<file path="config.mk">
export PLATFORM = sky130hd
export DESIGN_NAME = sp_ram_bist
export DESIGN_NICKNAME = d
export VERILOG_FILES = /design/src/rtl/sp_ram_bist.sv
export SDC_FILE = /design/constraint.sdc
export NUM_CORES = 1
export LEC_CHECK = 0
export CAP_MARGIN = 40
export CELL_PAD_IN_SITES_DETAIL_PLACEMENT = 0
export CELL_PAD_IN_SITES_GLOBAL_PLACEMENT = 1
export CORE_UTILIZATION = 33
export DETAILED_ROUTE_END_ITERATION = 10
export GPL_TIMING_DRIVEN = 0
export PLACE_DENSITY_LB_ADDON = 0.12
export SETUP_SLACK_MARGIN = 0.3
export SYNTH_ARGS = -nofsm -noshare
export SYNTH_HDL_FRONTEND = slang
export SYNTH_SLANG_ARGS = --single-unit
</file>
<file path="constraint.sdc">
create_clock -name clk -period 3.3 [get_ports clk]
set_clock_uncertainty 0.05 [all_clocks]
set_input_delay 0.33 -clock clk [delete_from_list [all_inputs] [get_ports clk]]
set_output_delay 0.33 -clock clk [all_outputs]
set_load 0.05 [all_outputs]
</file>
<file path="src/rtl/sp_ram_bist.sv">
// sp_ram_bist: March C- self-test initiator for a single-port byte-enable RAM.
// Define SP_RAM_BIST_BE_TEST_EN to append byte-enable element M6 ↑(wP, rE).
module sp_ram_bist #(
  parameter int ADDR_WIDTH = 8,
  parameter int DATA_WIDTH = 32,
  parameter int NUM_WORDS  = 256
) (
  input  logic                      clk,
  input  logic                      rst_n,
  input  logic                      start_i,
  input  logic                      abort_i,
  output logic                      busy_o,
  output logic                      done_o,
  output logic                      fail_o,
  output logic [ADDR_WIDTH-1:0]     fail_addr_o,
  output logic [DATA_WIDTH-1:0]     fail_exp_o,
  output logic [DATA_WIDTH-1:0]     fail_act_o,
  output logic                      ram_en_o,
  output logic [ADDR_WIDTH-1:0]     ram_addr_o,
  output logic [DATA_WIDTH-1:0]     ram_wdata_o,
  output logic                      ram_we_o,
  output logic [DATA_WIDTH/8-1:0]   ram_be_o,
  input  logic [DATA_WIDTH-1:0]     ram_rdata_i
);

  localparam int BW = DATA_WIDTH / 8;
  localparam logic [ADDR_WIDTH-1:0] LAST_ADDR = ADDR_WIDTH'(NUM_WORDS - 1);

`ifdef SP_RAM_BIST_BE_TEST_EN
  localparam logic [2:0] LAST_ELEM = 3'd6;

  function automatic logic [BW-1:0] even_lanes();
    logic [BW-1:0] v;
    v = '0;
    for (int i = 0; i < BW; i += 2) v[i] = 1'b1;
    return v;
  endfunction

  function automatic logic [DATA_WIDTH-1:0] even_bytes();
    logic [DATA_WIDTH-1:0] v;
    v = '0;
    for (int i = 0; i < BW; i += 2) v[8*i +: 8] = 8'hFF;
    return v;
  endfunction

  localparam logic [BW-1:0]         BE_EVEN   = even_lanes();
  localparam logic [DATA_WIDTH-1:0] DATA_EVEN = even_bytes();
`else
  localparam logic [2:0] LAST_ELEM = 3'd5;
`endif

  typedef enum logic [1:0] {IDLE, RUN, CHECK, DONE} state_t;

  state_t                  state, state_nxt;
  logic [2:0]              elem, seq_elem, op_elem;
  logic                    phase, seq_phase, op_phase;
  logic [ADDR_WIDTH-1:0]   seq_addr, op_addr, cmp_addr;
  logic                    last_op, load, elem_down, elem_pair, at_end;
  logic                    op_we;
  logic [DATA_WIDTH-1:0]   op_wdata, op_exp, cur_exp, cmp_exp;
  logic [BW-1:0]           op_be;
  logic                    cmp_valid, mismatch;

  // Successor of the op currently on the RAM port; ram_addr_o doubles as the address counter.
  always_comb begin
    elem_down = (elem == 3'd3) || (elem == 3'd4);
    elem_pair = (elem != 3'd0) && (elem != 3'd5);
    at_end    = elem_down ? (ram_addr_o == '0) : (ram_addr_o == LAST_ADDR);
    seq_elem  = elem;
    seq_phase = 1'b0;
    seq_addr  = ram_addr_o;
    last_op   = 1'b0;
    if (elem_pair && !phase) begin
      seq_phase = 1'b1;
    end else if (at_end) begin
      if (elem == LAST_ELEM) begin
        last_op = 1'b1;
      end else begin
        seq_elem = elem + 3'd1;
        seq_addr = ((elem == 3'd2) || (elem == 3'd3)) ? LAST_ADDR : '0;
      end
    end else begin
      seq_addr = elem_down ? ram_addr_o - 1'b1 : ram_addr_o + 1'b1;
    end
  end

  always_ff @(posedge clk or negedge rst_n) begin
    if (!rst_n) state <= IDLE;
    else        state <= state_nxt;
  end

  always_comb begin
    state_nxt = state;
    load      = 1'b0;
    if (abort_i) begin
      state_nxt = IDLE;
    end else begin
      case (state)
        IDLE, DONE: if (start_i) begin
          state_nxt = RUN;
          load      = 1'b1;
        end
        RUN:     if (last_op) state_nxt = CHECK;
        CHECK:   state_nxt = DONE;
        default: state_nxt = IDLE;
      endcase
    end
  end

  // Decode the op to present next: reads carry the word expected back one cycle later.
  always_comb begin
    op_elem  = load ? 3'd0 : seq_elem;
    op_phase = load ? 1'b0 : seq_phase;
    op_addr  = load ? '0   : seq_addr;
    op_we    = 1'b0;
    op_wdata = '0;
    op_be    = '1;
    op_exp   = '0;
    case (op_elem)
      3'd0: op_we = 1'b1;
      3'd1, 3'd3: begin
        op_we    = op_phase;
        op_wdata = '1;
      end
      3'd2, 3'd4: begin
        op_we  = op_phase;
        op_exp = '1;
      end
`ifdef SP_RAM_BIST_BE_TEST_EN
      3'd6: begin
        op_we    = !op_phase;
        op_wdata = '1;
        op_be    = op_phase ? '1 : BE_EVEN;
        op_exp   = DATA_EVEN;
      end
`endif
      default: op_we = 1'b0;
    endcase
  end

  assign mismatch = cmp_valid && ((state == RUN) || (state == CHECK)) && !abort_i &&
                    (ram_rdata_i != cmp_exp);

  always_ff @(posedge clk or negedge rst_n) begin
    if (!rst_n) begin
      busy_o      <= 1'b0;
      done_o      <= 1'b0;
      fail_o      <= 1'b0;
      fail_addr_o <= '0;
      fail_exp_o  <= '0;
      fail_act_o  <= '0;
      ram_en_o    <= 1'b0;
      ram_we_o    <= 1'b0;
      ram_addr_o  <= '0;
      ram_wdata_o <= '0;
      ram_be_o    <= '0;
      elem        <= 3'd0;
      phase       <= 1'b0;
      cur_exp     <= '0;
      cmp_valid   <= 1'b0;
      cmp_exp     <= '0;
      cmp_addr    <= '0;
    end else begin
      busy_o <= (state_nxt == RUN) || (state_nxt == CHECK);
      done_o <= (state_nxt == DONE);
      if (state_nxt == RUN) begin
        ram_en_o    <= 1'b1;
        ram_we_o    <= op_we;
        ram_addr_o  <= op_addr;
        ram_wdata_o <= op_wdata;
        ram_be_o    <= op_be;
        elem        <= op_elem;
        phase       <= op_phase;
        cur_exp     <= op_exp;
      end else begin
        ram_en_o <= 1'b0;
        ram_we_o <= 1'b0;
      end
      cmp_valid <= ram_en_o && !ram_we_o;
      cmp_exp   <= cur_exp;
      cmp_addr  <= ram_addr_o;
      if (load) begin
        fail_o      <= 1'b0;
        fail_addr_o <= '0;
        fail_exp_o  <= '0;
        fail_act_o  <= '0;
      end else if (mismatch && !fail_o) begin
        fail_o      <= 1'b1;
        fail_addr_o <= cmp_addr;
        fail_exp_o  <= cmp_exp;
        fail_act_o  <= ram_rdata_i;
      end
    end
  end

endmodule

</file>
==> out/metrics.yaml, run 1 <==
hold_end: "cmp_exp[30]"
cp-end-kind: "flop"
first_global_vias: 3237
worstHoldPathType: "reg -> reg"
switching_share_pct: 48.2
met1Wirelength_mm: 4.86
finalSetupTns_ps: 0
synth_ff_type: "dfrtp_1"
syn_area_sq_mm: 0.00423
vias: 3444
drive_above_1_share_pct: 19.1
p_sw_uw: 3230
clkPwrFrac_pct: 15.9
synthCells: 430
fin_ws_ps: 448
cts-buffers-inserted: 9
drt_first_iter_violations: 116
wl_met2_mm: 5.54
r2r-end: "ram_addr_o[7]"
die_y_um: 115
leakagePower_uw: 0.00325
num_antenna_cells: 0
clock_sinks: 73
dp_slack_ps: -147
critPathMaxFanout: 4
timing.final.setup_violations: 0
worstRegToRegCells: 12
core_region_area_sq_mm: 0.0126
tightest_slew_ps: 941
portBuffers: 156
startpoint_type: "flop"
syn_nets: 482
root_buffer: "clkbuf_16"
grt_overflow_total: 0
drc: 0
r2r-start: "elem[0]"
dr_wl_met3_um: 464
grt_use_total_pct: 16.7
antenna_found_initial: 0
synth.area.top_cells: "dfrtp_1 43%, buf_4 12%, mux2i_1 10%"
final_nets: 659
rsz0062_at_grt: "false"
synth_area_per_cell_sq_um: 9.84
timing.fmax_ghz: 0.351
intPower_uw: 3470
cts_tree: "done"
hp-start: "cur_exp[30]"
viasPerCell: 4.39
peakVddDrop_v: 0.000486
firstDrtPassIters: 4
post-place-cells: 759
required_ps: 3460
dieArea_sq_mm: 0.0133
maxCapViolCount: 0
place_congestion: 0.795
grt_max_degree: 59
dp_hpwl_mm: 8.38
finalWirelength_mm: 11.0
stdcell_count: 784
synth_largest_area_cell: "dfrtp_1"
syn_to_final_growth_pct: 53.9
finalCriticalPeriod_ps: 2850
worstHoldPathCells: 0
fp-row-count: 41
synth-async-reset-ratio_pct: 100
timing.final.crit_share_pct: 86.4
synth_cell_types: 49
die_w_um: 115
top_layer: "met4"
ys_seq_elements: 73
wl_per_cell_um: 14.0
synth_edf_count: 0
grt_first_pass_wirelength_mm: 16.9
start_util_pct: 33.7
yosys_warnings: 0
comb_power_share_pct: 61.4
hold_viol_final: 0
crit_type: "reg -> reg"
path_clk_slew_ps: 60
pwr-share-seq_pct: 22.7
io_pins: 157
slew_headroom_pct: 37.3
r2r_slack_ps: 450
htreeDepth: 3
clockBufferDepth: 2
cp.arrival_ps: 3020
pwr_density_cell_mw_per_mm2: 1030
drv_slew: 0
ys_seq_area_share_pct: 43.2
ant_nets: 0
status: "finished clean"
clock_latency_ps: 330
yosysTopAreaCellShare_pct: 43.2
[final cells by class]
type | count | area, sq um
fill | 1160 | 6050
sequential | 73 | 1830
timing repair buffer | 166 | 1680
multi-input combinational | 224 | 1660
buffer | 76 | 596
clock buffer | 10 | 239
tap | 172 | 215
inverter | 57 | 214
clock inverter | 6 | 90.1
[cells in the mapped netlist (2+ instances only)]
cell type	instances
a211o_1	2
mux2i_1	43
or4_1	5
nor2b_1	4
buf_4	65
nand4_1	6
a21oi_1	5
nand3_1	8
or2_2	2
o22ai_1	2
nor4_1	6
nor2_1	8
and2_1	2
o21bai_1	2
nand2_1	56
inv_1	57
xnor2_1	3
buf_12	4
ha_1	15
nor3_2	2
dfrtp_1	73
mux2_2	2
o211ai_1	2
clkbuf_1	7
a211oi_1	2
nor3_1	7
o21ai_0	8
a41oi_1	4
xor2_1	2
nand3b_1	2
a22o_1	6
[cell families after synthesis]
logic type | count (synthesis) | synth area share [%]
muxes | 45 | 10.7
buffers and inverters | 133 | 19.1
adders and majority gates | 16 | 4.91
xor gates and xnor gates | 5 | 1.03
AOI/OAI and AO/OA | 43 | 7.45
DFF | 73 | 43.2
and+or+nand+nor | 115 | 13.7
[cell usage in the layout, fill, tap and decap left out, drive strengths merged, types with 3 or more instances in the layout]
master,n
nand4,6
a22o,6
a21oi,5
clkdlybuf4s50,155
mux2i,43
or4,6
nor2b,4
clkbuf,17
o21ai,9
xnor2,3
nor3,9
inv,58
a211oi,3
buf,79
a41oi,4
dfrtp,73
nand3,8
nor2,8
ha,15
nor4,6
nand2,57
[worst max-delay path: stages, from the launching register on]
cell      delay (ps)
dfrtp_2          430
ha_1             230
mux2_4           290
or3_4            430
nand2_4           90
a21o_1           110
a211o_1          130
nand3b_1          80
ha_2             210
nand3b_1         170
a21oi_4           50
nor3b_1          140
a2111o_1         330
[registers in the layout, summed over array words and instances, names as in the netlist]
register     cells
cmp_addr         8
done_o           1
elem             3
ram_addr_o       8
cmp_exp          1
state            2
busy_o           1
fail_act_o      32
fail_addr_o      8
ram_be_o         1
ram_en_o         1
phase            1
ram_wdata_o      1
cmp_valid        1
cur_exp          1
fail_o           1
fail_exp_o       1
ram_we_o         1
[metal layers]
layer	global-route usage, %	up-vias
li1	-	1730
met1	21.0	1626
met2	28.6	82
met3	3.32	6
met4	5.45	0
met5	0	-
[stage by stage]
stage / cell area [sq um] / utilization [%] / hold slack, ps / total power, uW
after floorplan: 4240 / - / -15.6 / 4280
after global placement: 6020 / 47.9 / 315 / 5520
after detailed placement: 6040 / 48.1 / 167 / 5580
after CTS: 6450 / 51.3 / 333 / 6720
after global routing: 6520 / 51.8 / 351 / 7060
final: 6520 / 51.8 / 331 / 6700
[how the worst max path moves through the flow]
stage	end	slack, ps	depth (start not counted)	startpoint
after global routing	ram_addr_o[7]	320	13	elem[0]
after detailed placement	ram_addr_o[7]	-150	13	elem[0]
after floorplan	ram_addr_o[7]	350	13	elem[0]
after global placement	state[1]	-790	1	rst_n
after CTS	ram_addr_o[7]	320	12	elem[0]
final	ram_addr_o[7]	450	12	elem[0]
[power by group through the flow]
stage               clock network (uW)  logic (uW)  registers [uW]
global placement                     0        3980            1540
CTS                               1100        4090            1540
finish                            1070        4110            1520
floorplan                            0        1850            2430
detailed placement                   0        4020            1550
global route                      1140        4350            1570
[repair_timing]
item	in CTS	in global routing
endpoints found under the setup margin	16	9
endpoints found under the hold margin	15	0
hold buffers	1	0
resized for setup	7	7
buffers inserted	6	1
pin swaps	3	4
No activity file was read; power rests on OpenSTA's default activity.
==> run 2, diff against run 1 <==
--- a/config.mk
+++ b/config.mk
@@ -9,6 +9,7 @@
 export CELL_PAD_IN_SITES_DETAIL_PLACEMENT = 0
 export CELL_PAD_IN_SITES_GLOBAL_PLACEMENT = 1
 export CORE_UTILIZATION = 33
+export CTS_CLUSTER_SIZE = 25
 export DETAILED_ROUTE_END_ITERATION = 10
 export GPL_TIMING_DRIVEN = 0
 export PLACE_DENSITY_LB_ADDON = 0.12
==> constraint.sdc (replaced) <==
create_clock -name clk -period 3.3 [get_ports clk]
set_clock_uncertainty 0.05 [all_clocks]
set_input_delay 0.33 -clock clk [delete_from_list [all_inputs] [get_ports clk]]
set_output_delay 0.33 -clock clk [all_outputs]
set_load 0.1 [all_outputs]
==> out/metrics.yaml, run 2 (synthesis gave the netlist of run 1 again) <==
status: "finished clean"
top_register: "fail_act_o"
dpl-instance-area_sq_mm: 0.00813
cp-end-kind: "flop"
final_nets: 784
rsz0062_at_grt: "true"
maxCapViolCount: 0
finalWirelength_mm: 14.0
syn_to_final_growth_pct: 104
dieArea_sq_mm: 0.0133
slew_headroom_pct: 43.2
core_region_area_sq_mm: 0.0126
vias: 4053
clockBufferDepth: 2
r2r_slack_ps: 370
hold_viol_final: 0
root_buffer: "clkbuf_16"
largest_reg_flops: 32
required_ps: 3460
drive_above_1_share_pct: 33.2
io_pins: 157
worstHoldPathType: "reg -> reg"
grt_overflow_total: 0
firstDrtPassIters: 4
cpMaxStageDelayCell: "or3_4"
clock_latency_ps: 330
fp-row-count: 41
grt_first_pass_wirelength_mm: 21.7
path_cells: "inv_1 > ha_1 > mux2_4 > or3_4 > nand2_4 > a21o_1 > a211o_1 > nand3b_1 > ha_4 > nand3b_1 > a21oi_4 > nor3b_1 > a2111o_1"
crit_type: "reg -> reg"
worstRegToRegCells: 13
cpMostUsedCell: "nand3b_1"
critPathMaxStageDelay_ps: 410
tightest_slew_ps: 847
first_global_vias: 4208
grt_max_degree: 59
antenna_found_initial: 0
timing.fmax_ghz: 0.341
wl_per_cell_um: 15.4
die_y_um: 115
place_congestion: 0.788
r2r-start: "elem[1]"
timing.final.crit_share_pct: 88.9
cp_top_family: "simple AND/OR/NAND/NOR gates"
cp-endpoint: "ram_addr_o[7]"
final_cell_area_sq_mm: 0.00864
cts_tree: "done"
cp_num_cells: 13
drc: 0
viasPerCell: 4.46
clock_sinks: 73
critPathMaxFanout: 6
drt_first_iter_violations: 208
drv_slew: 0
die_w_um: 115
final_cell_mix: "155 x clkdlybuf4s50_1, 100 x buf_8, 76 x buf_4, 64 x dfrtp_1, 57 x inv_1"
ant_nets: 0
cp.arrival_ps: 3090
startpoint_type: "flop"
start_util_pct: 33.7
finalCriticalPeriod_ps: 2930
htreeDepth: 3
path_clk_slew_ps: 60
dp_hpwl_mm: 11.4
critPathLaunch: "elem[1]"
r2r-end: "ram_addr_o[7]"
cp_num_buf_inv: 1
num_antenna_cells: 0
final_common_cell: "clkdlybuf4s50_1"
grt_use_total_pct: 21.8
cts-buffers-inserted: 9
portBuffers: 156
timing.final.setup_violations: 0
run 2: cell types whose count changed in the layout (fill, tap and decap cells not counted), moves of 2 or more:
cell      previous run  this run
dfrtp_2              1         9
clkbuf_1             6         8
buf_8                0       100
buf_16               2        24
dfrtp_1             72        64
buf_4               73        76
run 2: worst min path at each step:
stage                 from             end  cells past startpoint
6_report       cur_exp[30]     cmp_exp[30]                      0
5_1_grt        cur_exp[30]     cmp_exp[30]                      0
4_1_cts        cur_exp[30]     cmp_exp[30]                      0
3_5_place_dp         rst_n  fail_act_o[28]                      1
3_3_place_gp   cur_exp[30]     cmp_exp[30]                      0
2_1_floorplan        rst_n          busy_o                      0
run 2: through the flow:
step,cells,utilization [%],TNS (ps),setup WS (ps),hold slack (ps)
after floorplan,430,-,0,348,-15.6
after global placement,758,47.9,-59400,-1060,316
after detailed placement,880,64.7,-286,-189,169
after CTS,903,68.0,0,306,341
after global routing,909,68.7,0,216,345
final,909,68.7,0,368,342
run 2: layout make-up:
type / count / area [sq um]
Multi-Input combinational cell: 224 / 1650
Inverter: 57 / 214
Timing Repair Buffer: 291 / 3810
Tap cell: 172 / 215
Sequential cell: 73 / 1840
Buffer: 76 / 594
Fill cell: 870 / 3930
Clock inverter: 5 / 80.1
Clock buffer: 11 / 243
run 2: metal layers:
metal	track usage, %	share of wire [%]	vias to the layer above
met5	0	0	-
met4	7.97	1.8	0
met3	4.06	4.3	20
met2	42.0	56	115
met1	23.6	38	1943
li1	-	-	1975
run 2: worst register-to-register path, cell delays in order (launching register included):
cell	delay, ps
dfrtp_1	380
inv_1	90
ha_1	200
mux2_4	270
or3_4	410
nand2_4	100
a21o_1	130
a211o_1	140
nand3b_1	130
ha_4	220
nand3b_1	160
a21oi_4	60
nor3b_1	140
a2111o_1	330
run 2: timing repair:
item                                    in CTS  in global routing
setup buffers                                6                  4
hold buffers                                 1                  0
gates cloned                                 0                  0
endpoints found under the setup margin      16                 11
pin swaps                                    2                  3
resized for setup                            8                  2
endpoints found under the hold margin       15                  0
Power of run 2 is not shown: default switching activity piles up to over one toggle a cycle in this logic, so the estimate is an artifact.
==> run 3, diff against run 2 <==
--- a/config.mk
+++ b/config.mk
@@ -5,10 +5,11 @@
 export SDC_FILE = /design/constraint.sdc
 export NUM_CORES = 1
 export LEC_CHECK = 0
+export ABC_AREA = 1
 export CAP_MARGIN = 40
 export CELL_PAD_IN_SITES_DETAIL_PLACEMENT = 0
 export CELL_PAD_IN_SITES_GLOBAL_PLACEMENT = 1
-export CORE_UTILIZATION = 33
+export CORE_UTILIZATION = 32
 export CTS_CLUSTER_SIZE = 25
 export DETAILED_ROUTE_END_ITERATION = 10
 export GPL_TIMING_DRIVEN = 0
==> out/metrics.yaml, run 3 <==
status: "finished clean"
final_cell_mix: "155 x clkdlybuf4s50_1, 104 x buf_8, 99 x nand3_1, 90 x nand2_1, 82 x buf_4"
largest_reg_flops: 32
root_buffer: "clkbuf_16"
syn_to_final_growth_pct: 103
synth_ff_type: "dfrtp_1"
synthCells: 492
synth_most_common_cell: "nand3_1"
required_ps: 3460
cts-buffers-inserted: 9
wl_per_cell_um: 14.6
place_congestion: 0.808
cp_num_cells: 18
cp.arrival_ps: 2970
num_antenna_cells: 0
die_w_um: 117
io_pins: 157
cts_tree: "done"
yosys_warnings: 0
cp-end-kind: "flop"
yosysTopAreaCellShare_pct: 43.5
worstRegToRegCells: 18
hp-start: "cur_exp[30]"
fp-row-count: 41
r2r-start: "elem[0]"
timing.final.crit_share_pct: 85.3
fin_ws_ps: 484
cp_top_family: "simple AND/OR/NAND/NOR gates"
worstHoldPathCells: 0
slew_headroom_pct: 66.4
timing.final.setup_violations: 0
drv_slew: 0
grt_use_met3_pct: 3.63
synth_largest_area_cell: "dfrtp_1"
crit_type: "reg -> reg"
htreeDepth: 3
finalWirelength_mm: 14.2
vias: 4413
hold_viol_final: 0
finalSetupTns_ps: 0
final_cell_area_sq_mm: 0.00851
fillers: 1008
clockBufferDepth: 2
drive_above_1_share_pct: 32.7
timing.fmax_ghz: 0.355
synth-async-reset-ratio_pct: 100
tightest_slew_ps: 503
dieArea_sq_mm: 0.0136
maxCapViolCount: 0
path_clk_slew_ps: 60
startpoint_type: "flop"
synth_cell_types: 37
clock_latency_ps: 330
top_register: "fail_act_o"
syn_nets: 544
use_met2_pct: 40.4
drt_first_iter_violations: 278
rsz0062_at_grt: "false"
final_common_cell: "clkdlybuf4s50_1"
cpMaxStageDelayCell: "dfrtp_1"
first_global_vias: 4420
ys_seq_elements: 73
grt_overflow_total: 0
synth_common_cells: "99 x nand3_1, 90 x nand2_1, 73 x dfrtp_1, 67 x buf_4, 30 x inv_1"
ys_seq_area_share_pct: 43.5
portBuffers: 156
die_y_um: 117
synth_edf_count: 0
path_cells: "buf_4 > ha_1 > o21ai_4 > nand3_2 > nand2_1 > inv_2 > nor2_4 > nor2_1 > nor2_1 > nor3_2 > nor3_2 > inv_1 > ha_2 > clkinv_4 > nor2_4 > nand2_4 > nor2_8 > a22o_1"
grt_max_degree: 44
critPathMaxStageDelay_ps: 400
antenna_found_initial: 0
dp_slack_ps: -414
syn_area_sq_mm: 0.00420
final_nets: 851
dpl-instance-area_sq_mm: 0.00810
grt-busiest-layer: "met2"
grt_use_total_pct: 21.3
core_region_area_sq_mm: 0.0127
use_met1_pct: 24.1
firstDrtPassIters: 4
synth.area.top_cells: "dfrtp_1 43%, buf_4 12%, nand3_1 12%"
dp_hpwl_mm: 11.2
drc: 0
ant_nets: 0
viasPerCell: 4.53
clock_sinks: 73
grt_first_pass_wirelength_mm: 22.1
finalCriticalPeriod_ps: 2820
cp_num_buf_inv: 4
worstHoldPathType: "reg -> reg"
critPathLaunch: "elem[0]"
critPathMaxFanout: 8
start_util_pct: 33.0
synth_area_per_cell_sq_um: 8.54
[run 3: changes by cell type after synthesis, sizes merged, moves of 6 or more]
cell,change
nand3,+95
mux2i,-43
nand2,+41
inv,-26
nor2,+13
a21oi,+6
clkbuf,+6
or4,-6
[run 3: worst reg2reg max path, delay by kind of cell, from the launching register on]
family | cells | cell delay (ps)
simple gates | 10 | 1050
fa+ha+maj | 2 | 440
flops | 1 | 400
buf+inv | 4 | 380
compound gates | 2 | 380
[run 3: layout make-up]
class / instances / area, sq um / area share, %
repair buffers: 296 / 3790 / 44.5
flip-flops and latches: 73 / 1840 / 21.6
multi-input cells: 303 / 1690 / 19.9
plain buffers: 84 / 601 / 7.05
clock buffers: 10 / 229 / 2.69
well taps: 172 / 215 / 2.53
inverters: 32 / 125 / 1.47
clock inverters: 4 / 22.5 / 0.265
[run 3: repair_timing]
item | 4_1_cts | 5_1_grt
endpoints found under the setup margin | 14 | 8
hold buffers | 1 | 0
pin swaps | 3 | 6
resized for setup | 8 | 4
setup buffers | 5 | 9
endpoints found under the hold margin | 30 | 0
[run 3: layer usage]
metal	wire, um	vias up
met2	7620	104
li1	-	2195
met5	0	-
met1	5620	2098
met4	276	0
met3	680	16
[run 3: cells by family (layout without fill, tap and decap cells)]
kind of cell	after synthesis	count (layout)	synth area share, %
AND/OR/NAND/NOR	247	247	28.3
XOR/XNOR	5	5	1.04
AO/OA/AOI/OAI	35	35	5.12
flip-flops	73	73	43.5
buffers and inverters	116	426	17.1
adder cells (fa/ha/maj)	16	16	4.94
[run 3: per-stage QoR]
stage | hold slack [ps] | util, % | instances
after global routing | 338 | 66.9 | 974
after global placement | 315 | 47.1 | 820
after detailed placement | 255 | 63.7 | 945
final | 329 | 66.9 | 974
after CTS | 330 | 66.3 | 965
after floorplan | -15.6 | - | 492
[run 3: path summary, 6_finish.rpt]
kind                                  end  slack (ps)
setup / recovery            ram_addr_o[7]         480
hold / removal                cmp_exp[30]         330
setup reg to reg            ram_addr_o[7]         480
hold reg to reg               cmp_exp[30]         330
max in group asynchronous   ram_addr_o[6]        2170
min in group asynchronous  fail_act_o[20]         440
Power of run 3 is left out for the same reason.
